`src/rtl/sdfm_pkg.sv`:
```
// Shared encodings for the sigma-delta sinc filter: structure codes, FSM states,
// and structure-dependent comb depth / settle length.
package sdfm_pkg;

    localparam logic [1:0] ST_FAST  = 2'b00;
    localparam logic [1:0] ST_SINC1 = 2'b01;
    localparam logic [1:0] ST_SINC2 = 2'b10;
    localparam logic [1:0] ST_SINC3 = 2'b11;

    typedef enum logic [1:0] {
        S_IDLE   = 2'd0,
        S_SETTLE = 2'd1,
        S_RUN    = 2'd2
    } fsm_t;

    // Number of results to throw away before the comb history is trustworthy.
    function automatic logic [2:0] settle_cnt(input logic [1:0] st);
        case (st)
            ST_SINC1: return 3'd1;
            ST_SINC2: return 3'd2;
            ST_SINC3: return 3'd3;
            default:  return 3'd4;
        endcase
    endfunction

    function automatic logic [1:0] comb_stages(input logic [1:0] st);
        case (st)
            ST_SINC1: return 2'd1;
            ST_SINC3: return 2'd3;
            default:  return 2'd2;
        endcase
    endfunction

endpackage

```
`src/rtl/sdfm_sinc_comb.sv`:
```
// Cascaded differentiator chain evaluated on each decimated sample; output taps
// after i_nst stages and is combinational from the current input.
module sdfm_sinc_comb #(
    parameter int ACC_W = 32,
    parameter int N_STG = 3
) (
    input  logic             clk,
    input  logic             rst,
    input  logic             i_clr,
    input  logic             i_en,
    input  logic [ACC_W-1:0] i_x,
    input  logic [1:0]       i_nst,
    output logic [ACC_W-1:0] o_y
);

    logic [N_STG-1:0][ACC_W-1:0] w_dif;

    for (genvar g = 0; g < N_STG; g++) begin : g_stg
        logic [ACC_W-1:0] w_in;
        logic [ACC_W-1:0] w_out;
        logic [ACC_W-1:0] r_z;

        if (g == 0) begin : g_first
            assign w_in = i_x;
        end else begin : g_next
            assign w_in = g_stg[g-1].w_out;
        end

        assign w_out    = w_in - r_z;
        assign w_dif[g] = w_out;

        always_ff @(posedge clk or posedge rst) begin
            if (rst)
                r_z <= '0;
            else if (i_clr)
                r_z <= '0;
            else if (i_en)
                r_z <= w_in;
        end
    end

    always_comb begin
        o_y = w_dif[0];
        for (int k = 1; k < N_STG; k++)
            if (int'(i_nst) == k + 1)
                o_y = w_dif[k];
    end

endmodule

```
`src/rtl/sdfm_sinc_filt.sv`:
```
// Sinc data filter for one sigma-delta channel: integrate, decimate, comb,
// shift/saturate, then hold the sample in a one-deep register with overrun flag.
module sdfm_sinc_filt
    import sdfm_pkg::*;
#(
    parameter int ACC_W = 32,
    parameter int DEC_W = 8,
    parameter int OUT_W = 32,
    parameter int SH_W  = 5
) (
    input  logic             SYSCLK,
    input  logic             SYSRST,
    input  logic             sd_dsd_in,
    input  logic             sd_clk_en,
    input  logic             cfg_en,
    input  logic [1:0]       cfg_st,
    input  logic [DEC_W-1:0] cfg_dec,
    input  logic [SH_W-1:0]  cfg_sh,
    input  logic             data_rd,
    output logic [OUT_W-1:0] data_out,
    output logic             data_valid,
    output logic             data_sat,
    output logic             data_ovr
);

    localparam int SH_MAX = ACC_W - 8;

    logic [ACC_W-1:0]        r_i1, r_i2, r_i3;
    logic [DEC_W-1:0]        r_cnt, r_dec_q;
    logic [1:0]              r_st_q;
    logic                    r_en_q, r_tick;
    logic [ACC_W-1:0]        r_yd1, r_yd2;
    fsm_t                    r_state, w_state_nx;
    logic [2:0]              r_settle;
    logic [OUT_W-1:0]        r_out;
    logic                    r_valid, r_sat, r_ovr;

    logic                    w_strb, w_chg, w_clr, w_tick, w_pub, w_last, w_ovf;
    logic [ACC_W-1:0]        w_csel, w_y, w_yf;
    logic [1:0]              w_nst;
    logic [SH_W-1:0]         w_shamt;
    logic signed [ACC_W-1:0] w_sh;
    logic [ACC_W-OUT_W:0]    w_hi;
    logic [OUT_W-1:0]        w_res;

    // A config edit only counts once the filter was already enabled; the
    // enable edge itself is handled by IDLE -> SETTLE.
    assign w_strb = cfg_en & sd_clk_en;
    assign w_chg  = cfg_en & r_en_q & ((cfg_st != r_st_q) | (cfg_dec != r_dec_q));
    assign w_clr  = ~cfg_en | w_chg;
    assign w_tick = w_strb & (r_cnt == cfg_dec) & ~w_chg;

    always_ff @(posedge SYSCLK or posedge SYSRST) begin
        if (SYSRST) begin
            r_st_q  <= '0;
            r_dec_q <= '0;
            r_en_q  <= 1'b0;
        end else begin
            r_st_q  <= cfg_st;
            r_dec_q <= cfg_dec;
            r_en_q  <= cfg_en;
        end
    end

    always_ff @(posedge SYSCLK or posedge SYSRST) begin
        if (SYSRST) begin
            r_i1 <= '0;
            r_i2 <= '0;
            r_i3 <= '0;
        end else if (!cfg_en) begin
            r_i1 <= '0;
            r_i2 <= '0;
            r_i3 <= '0;
        end else if (w_strb) begin
            r_i1 <= sd_dsd_in ? r_i1 + ACC_W'(1) : r_i1 - ACC_W'(1);
            r_i2 <= r_i2 + r_i1;
            r_i3 <= r_i3 + r_i2;
        end
    end

    // The decimation phase restarts on a config edit so a smaller OSR never
    // leaves the count stranded above cfg_dec.
    always_ff @(posedge SYSCLK or posedge SYSRST) begin
        if (SYSRST) begin
            r_cnt  <= '0;
            r_tick <= 1'b0;
        end else if (w_clr) begin
            r_cnt  <= '0;
            r_tick <= 1'b0;
        end else begin
            r_tick <= w_tick;
            if (w_strb)
                r_cnt <= (r_cnt == cfg_dec) ? '0 : r_cnt + DEC_W'(1);
        end
    end

    always_comb begin
        case (cfg_st)
            ST_SINC1: w_csel = r_i1;
            ST_SINC3: w_csel = r_i3;
            default:  w_csel = r_i2;
        endcase
    end

    assign w_nst = comb_stages(cfg_st);

    sdfm_sinc_comb #(.ACC_W(ACC_W), .N_STG(3)) u_comb (
        .clk   (SYSCLK),
        .rst   (SYSRST),
        .i_clr (w_clr),
        .i_en  (r_tick),
        .i_x   (w_csel),
        .i_nst (w_nst),
        .o_y   (w_y)
    );

    always_ff @(posedge SYSCLK or posedge SYSRST) begin
        if (SYSRST) begin
            r_yd1 <= '0;
            r_yd2 <= '0;
        end else if (w_clr) begin
            r_yd1 <= '0;
            r_yd2 <= '0;
        end else if (r_tick) begin
            r_yd1 <= w_y;
            r_yd2 <= r_yd1;
        end
    end

    assign w_yf    = (cfg_st == ST_FAST) ? w_y + r_yd2 : w_y;
    assign w_shamt = (int'(cfg_sh) > SH_MAX) ? SH_W'(SH_MAX) : cfg_sh;
    assign w_sh    = $signed(w_yf) >>> w_shamt;
    // Fits OUT_W only if every bit from the OUT_W sign position up matches.
    assign w_hi    = w_sh[ACC_W-1:OUT_W-1];
    assign w_ovf   = ~(&w_hi) & (|w_hi);
    assign w_res   = !w_ovf     ? w_sh[OUT_W-1:0] :
                     w_sh[ACC_W-1] ? {1'b1, {(OUT_W-1){1'b0}}} :
                                     {1'b0, {(OUT_W-1){1'b1}}};

    assign w_last = (r_settle == settle_cnt(cfg_st) - 3'd1);

    always_ff @(posedge SYSCLK or posedge SYSRST) begin
        if (SYSRST) begin
            r_state  <= S_IDLE;
            r_settle <= '0;
        end else begin
            r_state <= w_state_nx;
            if (w_clr || r_state != S_SETTLE)
                r_settle <= '0;
            else if (r_tick)
                r_settle <= r_settle + 3'd1;
        end
    end

    always_comb begin
        w_state_nx = r_state;
        if (!cfg_en)
            w_state_nx = S_IDLE;
        else if (w_chg)
            w_state_nx = S_SETTLE;
        else begin
            case (r_state)
                S_IDLE:   w_state_nx = S_SETTLE;
                S_SETTLE: if (r_tick && w_last) w_state_nx = S_RUN;
                default:  w_state_nx = r_state;
            endcase
        end
    end

    always_comb begin
        w_pub = 1'b0;
        if (r_state == S_RUN && r_tick && !w_clr)
            w_pub = 1'b1;
    end

    always_ff @(posedge SYSCLK or posedge SYSRST) begin
        if (SYSRST) begin
            r_out   <= '0;
            r_valid <= 1'b0;
            r_sat   <= 1'b0;
            r_ovr   <= 1'b0;
        end else if (!cfg_en) begin
            r_out   <= '0;
            r_valid <= 1'b0;
            r_sat   <= 1'b0;
            r_ovr   <= 1'b0;
        end else begin
            r_ovr <= w_pub & r_valid & ~data_rd;
            if (w_pub) begin
                r_out   <= w_res;
                r_sat   <= w_ovf;
                r_valid <= 1'b1;
            end else if (data_rd) begin
                r_valid <= 1'b0;
            end
        end
    end

    assign data_out   = r_out;
    assign data_valid = r_valid;
    assign data_sat   = r_sat;
    assign data_ovr   = r_ovr;

endmodule
```
`config.mk`:
```
export PLATFORM = sky130hd
export DESIGN_NAME = sdfm_sinc_filt
export DESIGN_NICKNAME = d
export VERILOG_FILES = /design/src/rtl/sdfm_pkg.sv /design/src/rtl/sdfm_sinc_comb.sv /design/src/rtl/sdfm_sinc_filt.sv
export SDC_FILE = /design/constraint.sdc
export NUM_CORES = 1
export LEC_CHECK = 0
export CORE_MARGIN = 3
export CORE_UTILIZATION = 45
export DETAILED_ROUTE_END_ITERATION = 8
export SLEW_MARGIN = 20
export SYNTH_ARGS = -nofsm -noshare
export SYNTH_HDL_FRONTEND = slang
export SYNTH_HIERARCHICAL = 1
export SYNTH_SLANG_ARGS = --single-unit
```
`constraint.sdc`:
```
create_clock -name SYSCLK -period 9.75 [get_ports SYSCLK]
set_input_delay 1.95 -clock SYSCLK [delete_from_list [all_inputs] [get_ports SYSCLK]]
set_output_delay 1.95 -clock SYSCLK [all_outputs]
set_load 0.05 [all_outputs]
```
==> results of run 1 <==
layout by cell type, fill, tap and decap left out, types with 30 or more instances in the layout:
cell / Yosys / final
buf_4: 1 / 616
xnor2_1: 141 / 128
a21oi_2: 1 / 43
xor2_1: 51 / 48
a21oi_1: 252 / 196
o21a_1: 37 / 35
mux2i_1: 254 / 248
clkbuf_16: 0 / 43
a211oi_1: 52 / 32
nand2_1: 292 / 271
nor2_1: 348 / 329
o211ai_1: 39 / 39
clkdlybuf4s50_1: 0 / 50
inv_1: 177 / 171
o21ai_0: 148 / 96
ha_1: 223 / 183
nor3_1: 47 / 37
a21o_1: 91 / 89
and3_1: 43 / 37
ha_4: 0 / 30
dfrtp_1: 315 / 314
nand3_1: 66 / 61
nand2b_1: 34 / 31
nor2b_1: 98 / 95
worst min-delay path by stage:
stage | slack (ns) | cells after the start | endpoint
after floorplan | 0.47 | 2 | r_state[1]$_DFFE_PP0P_
after global placement | 0.46 | 2 | data_out[29]$_DFFE_PP0P_
after detailed placement | 0.47 | 2 | data_out[29]$_DFFE_PP0P_
after CTS | 0.49 | 2 | data_out[29]$_DFFE_PP0P_
after global routing | 0.51 | 1 | data_out[27]$_DFFE_PP0P_
final | 0.48 | 2 | data_out[29]$_DFFE_PP0P_
metal layers:
metal | GRT usage | wire, um | vias up
met5 | 0 | 0 | -
met4 | 0.0573 | 1410 | 0
met3 | 0.0344 | 4540 | 101
met2 | 0.437 | 41100 | 681
met1 | 0.417 | 44900 | 13597
li1 | - | - | 13288
critical path, delay by kind of cell:
kind | cells | cell delay [ns]
AOI/OAI and AO/OA | 22 | 4.24
xor gates and xnor gates | 3 | 0.52
adders and majority gates | 5 | 1.56
buffers and inverters | 7 | 0.89
muxes | 1 | 0.13
and+or+nand+nor | 9 | 1.08
sequential cells by signal (all words and copies together) (netlist names), 2 cells and up:
| signal | flops |
|---|---|
| r_st_q | 2 |
| r_i3 | 32 |
| r_i2 | 32 |
| r_cnt | 8 |
| r_i1 | 32 |
| r_yd1 | 32 |
| r_yd2 | 32 |
| data_out | 32 |
| r_dec_q | 8 |
| r_state | 2 |
| r_settle | 3 |
| u_comb/g_stg.r_z | 96 |
synthesized netlist by cell type, drive strengths merged (39+ instances only):
library cell  number
a21oi            253
inv              177
clkbuf           116
dfrtp            315
nand3             66
nor2b             98
xnor2            141
xor2              51
a211oi            53
ha               223
o21ai            154
nor3              47
nand2            292
o211ai            39
nor2             348
a21o              91
mux2i            254
and3              43
what timing repair did:
action	in CTS	in global routing
buffers inserted	58	32
setup endpoints to repair	32	32
resized for setup	192	197
cloned	0	0
pin swaps	170	187
per-stage QoR:
| stage | setup WS [ns] | hold slack (ns) |
|---|---|---|
| after floorplan | -0.139 | 0.472 |
| after global placement | -1.68 | 0.464 |
| after detailed placement | -1.78 | 0.473 |
| after CTS | -0.132 | 0.486 |
| after global routing | -0.542 | 0.511 |
| final | -0.179 | 0.481 |
cells by family after synthesis:
logic type / after synthesis
multiplexers: 279
XOR/XNOR: 193
buffers and inverters: 325
flip-flops: 315
AND/OR/NAND/NOR: 1063
AO/OA/AOI/OAI: 929
other: 1
adder cells (fa/ha/maj): 230
area by class of cell:
cell class / count / area, um2
clock buffers: 60 / 1210
fillers: 5172 / 23300
flip-flops and latches: 315 / 7890
multi-input cells: 2695 / 21000
clock inverters: 14 / 188
inverters: 177 / 687
well taps: 828 / 1040
repair buffers: 704 / 5620
==> impl_metrics.tcl, run 1 <==
set metrics [dict create \
    status "finished with violations" \
    violations "setup timing" \
    io-pin-count 56 \
    rr_worst_depth 43 \
    drt-total-wl_mm 92.0 \
    slowest_stage "fa_2" \
    muxShareOfSynthArea 0.106 \
    synth_fa_ha_area_frac 0.105 \
    post-route-util 0.617 \
    final_nets 4185 \
    worst_pin_slew_ns 1.16 \
    avgSynthCellArea_um2 8.37 \
    grt_first_pass_wirelength_mm 148 \
    drt_iter0_drc 1880 \
    fp.dieArea_um2 65100 \
    required_ns 10.21 \
    final.setup_skew_ns 0.0285 \
    area_growth_pct 34.7 \
    grt_setup_unrepaired "true" \
    synth_top_cell_by_area "dfrtp_1" \
    cp-end-kind "flop" \
    ctsHtreeMaxLevel 2 \
    yosys_warnings 6 \
    grt.total_usage 0.280 \
    arrival_ns 10.39 \
    synth_nets 3586 \
    first_pass_iters 6 \
    dp_cells 4638 \
    hold_buffers 0 \
    vias 27667 \
    fmax_mhz 101 \
    period_share 1.02 \
    hpwl_mm 67.1 \
    drc 0 \
    die_w_um 255 \
    cts_tree "built" \
    hold_viol 0 \
    min_period_ns 9.93 \
    avgRoutedWirePerCell_um 19.2 \
    dpl-instance-area_um2 33800 \
    ys_seq_elements 315 \
    worstHoldStart "data_out[29]$_DFFE_PP0P_" \
    vias_per_cell 5.77 \
    start_util 0.458 \
    synth_top_family_by_area "compound AO/OA/AOI/OAI gates" \
    synth-compound-area-share 0.223 \
    setup_viol 28 \
    path_max_fanout 6 \
    crit_end "data_out[19]$_DFFE_PP0P_" \
    crit_type "primary input to flop" \
    yosys.area_share.simple 0.179 \
    startpoint_type "primary input" \
    gp_congestion 0.949 \
    holdCritPathClass "flop to flop" \
    cts_buffers 41 \
    fin_area_um2 37600 \
    clk_pin_slew_ns 0.06 \
    slew_violations 0 \
    netlist_instances 3335 \
    die_height_um 255 \
    yosysSeqAreaShare 0.282 \
    layoutNonFillerInstCount 4793 \
    clock_latency_ns 0.58 \
    synth_area_leaders "dfrtp_1, ha_1, mux2i_1" \
    yosys_most_used_dff "dfrtp_1" \
    synthDistinctLibCells 93 \
    synth_xor_area_frac 0.0610 \
    r2r_end "data_out[19]$_DFFE_PP0P_" \
    core_um2 60900 \
    drive_gt1_frac 0.278 \
    grt_max_degree 128 \
    synth-edff-count 0 \
    netlist_area_um2 27900 \
    setup_tns_ns -2.36 \
    crit_start "cfg_st[1]" \
    rows 90 \
    antenna_found_initial 1 \
    worst_slack_ns -0.179 \
    antenna_cells 0 \
    maxSlewHeadroom 0.228 \
    synthArstFlopShare 1.00 \
    max_cap_violations 0 \
    cts.sinks 315 \
    max_stage_delay_ns 0.41 \
    grt-ovfl-total 0 \
    clockBufferDepth 3 \
    worst-r2r-setup-slack_ns 1.19 \
    antenna_left 0 \
    crit_top_cell "o21ai_2" \
    grt_pass1_vias 27417 \
    cts-root-buf "clkbuf_16" \
    numPortBuffers 54 \
    r2r_start "r_i1[0]$_DFFE_PP0P_" \
    netlist.area_leader.share 0.282 \
]
Power of run 1 is not shown: default switching activity piles up to over one toggle a cycle in this logic, so the estimate is an artifact.
==> run 2, diff against run 1 <==
- clock period: 9.75 -> 10.3 ns (I/O delays scaled with it)
==> impl_metrics.tcl, run 2 (synthesis gave the netlist of run 1 again) <==
set metrics [dict create \
    status "complete, no violations" \
    power_density_nw_per_um2 430 \
    largest_register "u_comb/g_stg.r_z" \
    final_nets 4122 \
    antenna_left 0 \
    core_um2 60900 \
    arrival_ns 10.70 \
    drt_iter0_drc 2113 \
    dpl-instance-area_um2 33100 \
    largest_reg_flops 96 \
    antenna_found_initial 1 \
    die_w_um 255 \
    cp-end-kind "flop" \
    fin_area_um2 36500 \
    internal-power_mw 8.77 \
    whs_ns 0.479 \
    vias 27325 \
    grt.total_usage 0.271 \
    path_max_fanout 8 \
    clkPwrFrac 0.097 \
    setup_viol 0 \
    grt_max_degree 133 \
    clock_latency_ns 0.59 \
    maxSlewHeadroom 0.275 \
    numPortBuffers 54 \
    switching_power_mw 6.92 \
    holdCritPathClass "flop to flop" \
    worst-r2r-setup-slack_ns 1.58 \
    worst_pin_slew_ns 1.09 \
    leakage_nw 16.5 \
    min_period_ns 10.19 \
    first_pass_iters 6 \
    grt_setup_unrepaired "true" \
    slew_violations 0 \
    die_height_um 255 \
    max_stage_delay_ns 0.40 \
    grt_first_pass_wirelength_mm 143 \
    r2r_start "r_i1[0]$_DFFE_PP0P_" \
    avgRoutedWirePerCell_um 19.1 \
    rows 90 \
    layout_commonest_cell "buf_4" \
    layoutNonFillerInstCount 4731 \
    dp_cells 4595 \
    gp_congestion 0.944 \
    fmax_mhz 98.1 \
    slowest_stage "fa_2" \
    crit_cells 48 \
    cts_tree "built" \
    period_share 0.990 \
    drt-total-wl_mm 90.2 \
    final.setup_skew_ns 0.0316 \
    hold_viol 0 \
    comb_power_share 0.817 \
    rr_worst_depth 44 \
    ctsHtreeMaxLevel 2 \
    startpoint_type "primary input" \
    r2r_end "data_out[24]$_DFFE_PP0P_" \
    start_util 0.458 \
    vdd_drop_max_mv 0.310 \
    min_path_cells 2 \
    hpwl_mm 66.0 \
    antenna_cells 0 \
    vias_per_cell 5.78 \
    cts.sinks 315 \
    power_frac_seq 0.086 \
    path_buf_inv 8 \
    io-pin-count 56 \
    max_cap_violations 0 \
    cp_top_family "compound AO/OA/AOI/OAI gates" \
    layout_common_cells "buf_4, nor2_1, dfrtp_1" \
    grt_pass1_vias 26579 \
    drc 0 \
    swShare 0.441 \
    fp.dieArea_um2 65100 \
    drive_gt1_frac 0.244 \
    cts_buffers 42 \
    clockBufferDepth 3 \
    min_to "data_out[29]$_DFFE_PP0P_" \
    grt-ovfl-total 0 \
    worstHoldStart "data_out[29]$_DFFE_PP0P_" \
    crit_type "primary input to flop" \
    cts-root-buf "clkbuf_16" \
    required_ns 10.81 \
    clk_pin_slew_ns 0.06 \
    area_growth_pct 30.6 \
    hold_buffers 0 \
]
==> run 2: layer usage <==
layer	global-route usage	vias up	wire [um]
met5	0	-	0
met1	0.406	13426	44300
met3	0.0354	116	4440
met2	0.416	646	39600
met4	0.0655	0	1840
li1	-	13137	-
==> run 2: how the worst max path moves through the flow <==
stage	slack, ns	end	start
floorplan	-0.01	data_out[7]$_DFFE_PP0P_	cfg_st[1]
global placement	-1.51	data_out[15]$_DFFE_PP0P_	cfg_st[1]
detailed placement	-1.65	data_out[23]$_DFFE_PP0P_	cfg_st[1]
CTS	-0.02	data_out[12]$_DFFE_PP0P_	cfg_st[1]
global route	-0.25	data_out[24]$_DFFE_PP0P_	cfg_st[1]
finish	0.11	data_out[24]$_DFFE_PP0P_	cfg_st[1]
==> run 2: power by group through the flow <==
stage          registers [mW]  clock network (mW)  logic [mW]
6_report                 1.35                1.52        12.8
5_1_grt                  1.36                1.60        13.8
3_5_place_dp             1.38                   0        10.7
2_1_floorplan            1.35                   0        5.90
3_3_place_gp             1.37                   0        10.6
4_1_cts                  1.35                1.55        11.3
==> run 2: area by class of cell <==
cell class / count / area (um2)
clock inverter: 17 / 181
fill: 5405 / 24500
inverter: 177 / 679
multi-input combinational: 2695 / 20300
tap: 828 / 1040
clock buffer: 59 / 1240
sequential: 315 / 7890
timing repair buffer: 640 / 5090
==> run 2: worst min-delay path, cell delays in order, from the launching register on <==
cell     delay [ns]
dfrtp_1        0.35
nand2_1        0.05
nand2_1        0.05
==> run 2: through the flow <==
| stage | setup WS (ns) | util | power (mW) | setup TNS, ns |
|---|---|---|---|---|
| floorplan | -0.0131 | - | 7.25 | -0.0131 |
| global placement | -1.51 | 0.544 | 12.0 | -41.98 |
| detailed placement | -1.65 | 0.544 | 12.1 | -46.71 |
| CTS | -0.0193 | 0.577 | 14.2 | -0.0357 |
| global route | -0.250 | 0.599 | 16.8 | -4.60 |
| finish | 0.106 | 0.599 | 15.7 | 0 |
==> run 2: timing repair <==
item | 4_1_cts | 5_1_grt
endpoints found under the hold margin | 0 | 0
setup buffers | 23 | 39
resized for setup | 103 | 226
pin swaps | 49 | 168
setup endpoints to repair | 32 | 32
Note: power is estimated with default switching activity, not from simulation.
==> run 3, diff against run 2 <==
- CORE_MARGIN: 3 -> not set
- SLEW_MARGIN: 20 -> not set
==> impl_metrics.tcl, run 3 (synthesis gave the netlist of run 1 again) <==
set metrics [dict create \
    crit_top_cell "buf_4" \
    startpoint_type "primary input" \
    layout_commonest_cell "buf_4" \
    power_density_nw_per_um2 429 \
    grt_first_pass_wirelength_mm 143 \
    cts_buffers 42 \
    setup_viol 0 \
    vias 27572 \
    pre_cts_slack_ns -1.69 \
    status "complete, no violations" \
    final.setup_skew_ns 0.0269 \
    grt-ovfl-total 0 \
    antenna_found_initial 0 \
    drt-total-wl_mm 91.6 \
    grt_setup_unrepaired "true" \
    layout_common_cells "buf_4, nor2_1, dfrtp_1" \
    holdCritPathClass "flop to flop" \
    io-pin-count 56 \
    hpwl_mm 65.5 \
    clock_latency_ns 0.58 \
    fmax_mhz 97.8 \
    grt_pass1_vias 27111 \
    required_ns 10.74 \
    drc 0 \
    cts.sinks 315 \
    drt_iter0_drc 1938 \
    clockBufferDepth 3 \
    leakage_nw 16.9 \
    arrival_ns 10.67 \
    first_pass_iters 7 \
    final_nets 4163 \
    ctsHtreeMaxLevel 2 \
    slew_violations 0 \
    worst_slack_ns 0.0724 \
    hold_buffers 0 \
    antenna_cells 0 \
    die_height_um 251 \
    hold_viol 0 \
    cts_tree "built" \
    cts-root-buf "clkbuf_16" \
    grt.total_usage 0.280 \
    worst_pin_slew_ns 1.05 \
    rows 90 \
    post-route-util 0.608 \
    drive_gt1_frac 0.262 \
    maxSlewHeadroom 0.298 \
    die_w_um 251 \
    clk_pin_slew_ns 0.06 \
    min_period_ns 10.23 \
    largest_register "u_comb/g_stg.r_z" \
    max_stage_delay_ns 0.43 \
    core_um2 60800 \
    numPortBuffers 54 \
    path_max_fanout 5 \
    vdd_drop_max_mv 0.320 \
    antenna_left 0 \
    avgRoutedWirePerCell_um 19.4 \
    grt_max_degree 96 \
    largest_reg_flops 96 \
    period_share 0.993 \
    cp-end-kind "flop" \
    area_growth_pct 32.5 \
    start_util 0.459 \
    max_cap_violations 0 \
    vias_per_cell 5.83 \
    gp_congestion 0.960 \
    slowest_stage "a2111oi_4" \
    fp.dieArea_um2 63100 \
    crit_type "primary input to flop" \
]
run 3: final timing paths:
kind	startpoint	to	slack [ns]	cells past startpoint
worst max register to register	r_i1[0]$_DFFE_PP0P_	data_out[10]$_DFFE_PP0P_	1.60	43
worst max-delay path	cfg_st[0]	data_out[10]$_DFFE_PP0P_	0.07	45
min in group asynchronous	SYSRST	u_comb/g_stg[0].r_z[4]$_DFFE_PP0P_	2.15	2
worst min-delay path	data_out[8]$_DFFE_PP0P_	data_out[8]$_DFFE_PP0P_	0.50	2
max in group asynchronous	SYSRST	r_tick$_DFF_PP0_	6.62	3
worst min register to register	data_out[8]$_DFFE_PP0P_	data_out[8]$_DFFE_PP0P_	0.50	2
run 3: through the flow:
step / std cells / total power, mW / cell area (um2) / hold WS (ns) / setup TNS [ns]
floorplan: 3335 / 7.25 / 28100 / 0.472 / -0.0131
global placement: 4547 / 11.8 / 33000 / 0.463 / -37.51
CTS: 4684 / 14.4 / 35600 / 0.503 / 0
global route: 4726 / 16.9 / 37000 / 0.524 / -5.10
detailed placement: 4547 / 11.9 / 33000 / 0.481 / -43.13
finish: 4726 / 15.9 / 37000 / 0.496 / 0
run 3: area by class of cell:
| class | instances | area [um2] |
|---|---|---|
| multi-input cells | 2696 | 20500 |
| fillers | 5278 | 23800 |
| inverters | 177 | 682 |
| flip-flops and latches | 315 | 7890 |
| repair buffers | 680 | 5400 |
| well taps | 782 | 978 |
| clock buffers | 57 | 1250 |
| clock inverters | 19 | 258 |
run 3: power breakdown:
group | leakage [nW] | internal, mW | switching (mW) | total, mW
registers | 4.33 | 1.29 | 0.0680 | 1.36
logic | 11.8 | 6.55 | 6.35 | 12.9
clock network | 0.748 | 0.998 | 0.609 | 1.61
total | 16.9 | 8.83 | 7.02 | 15.9
run 3: what timing repair did:
item	4_1_cts	5_1_grt
endpoints found under the setup margin	32	32
cloned	1	1
resized for setup	139	240
buffers inserted	61	45
pin swaps	94	166
run 3: critical path, delay by kind of cell:
kind / cells / cell delay [ns]
AO/OA/AOI/OAI: 15 / 3.29
adder cells (fa/ha/maj): 5 / 1.53
buffers and inverters: 11 / 1.53
AND/OR/NAND/NOR: 8 / 1.14
multiplexers: 3 / 0.59
XOR/XNOR: 3 / 0.52
run 3: routing by layer:
layer  up-vias  GRT usage  part of all wire
met4         0     0.0746             0.022
met1     13560      0.404              0.48
met5         -          0                 0
met2       660      0.438              0.45
li1      13236          -                 -
met3       116     0.0385             0.051
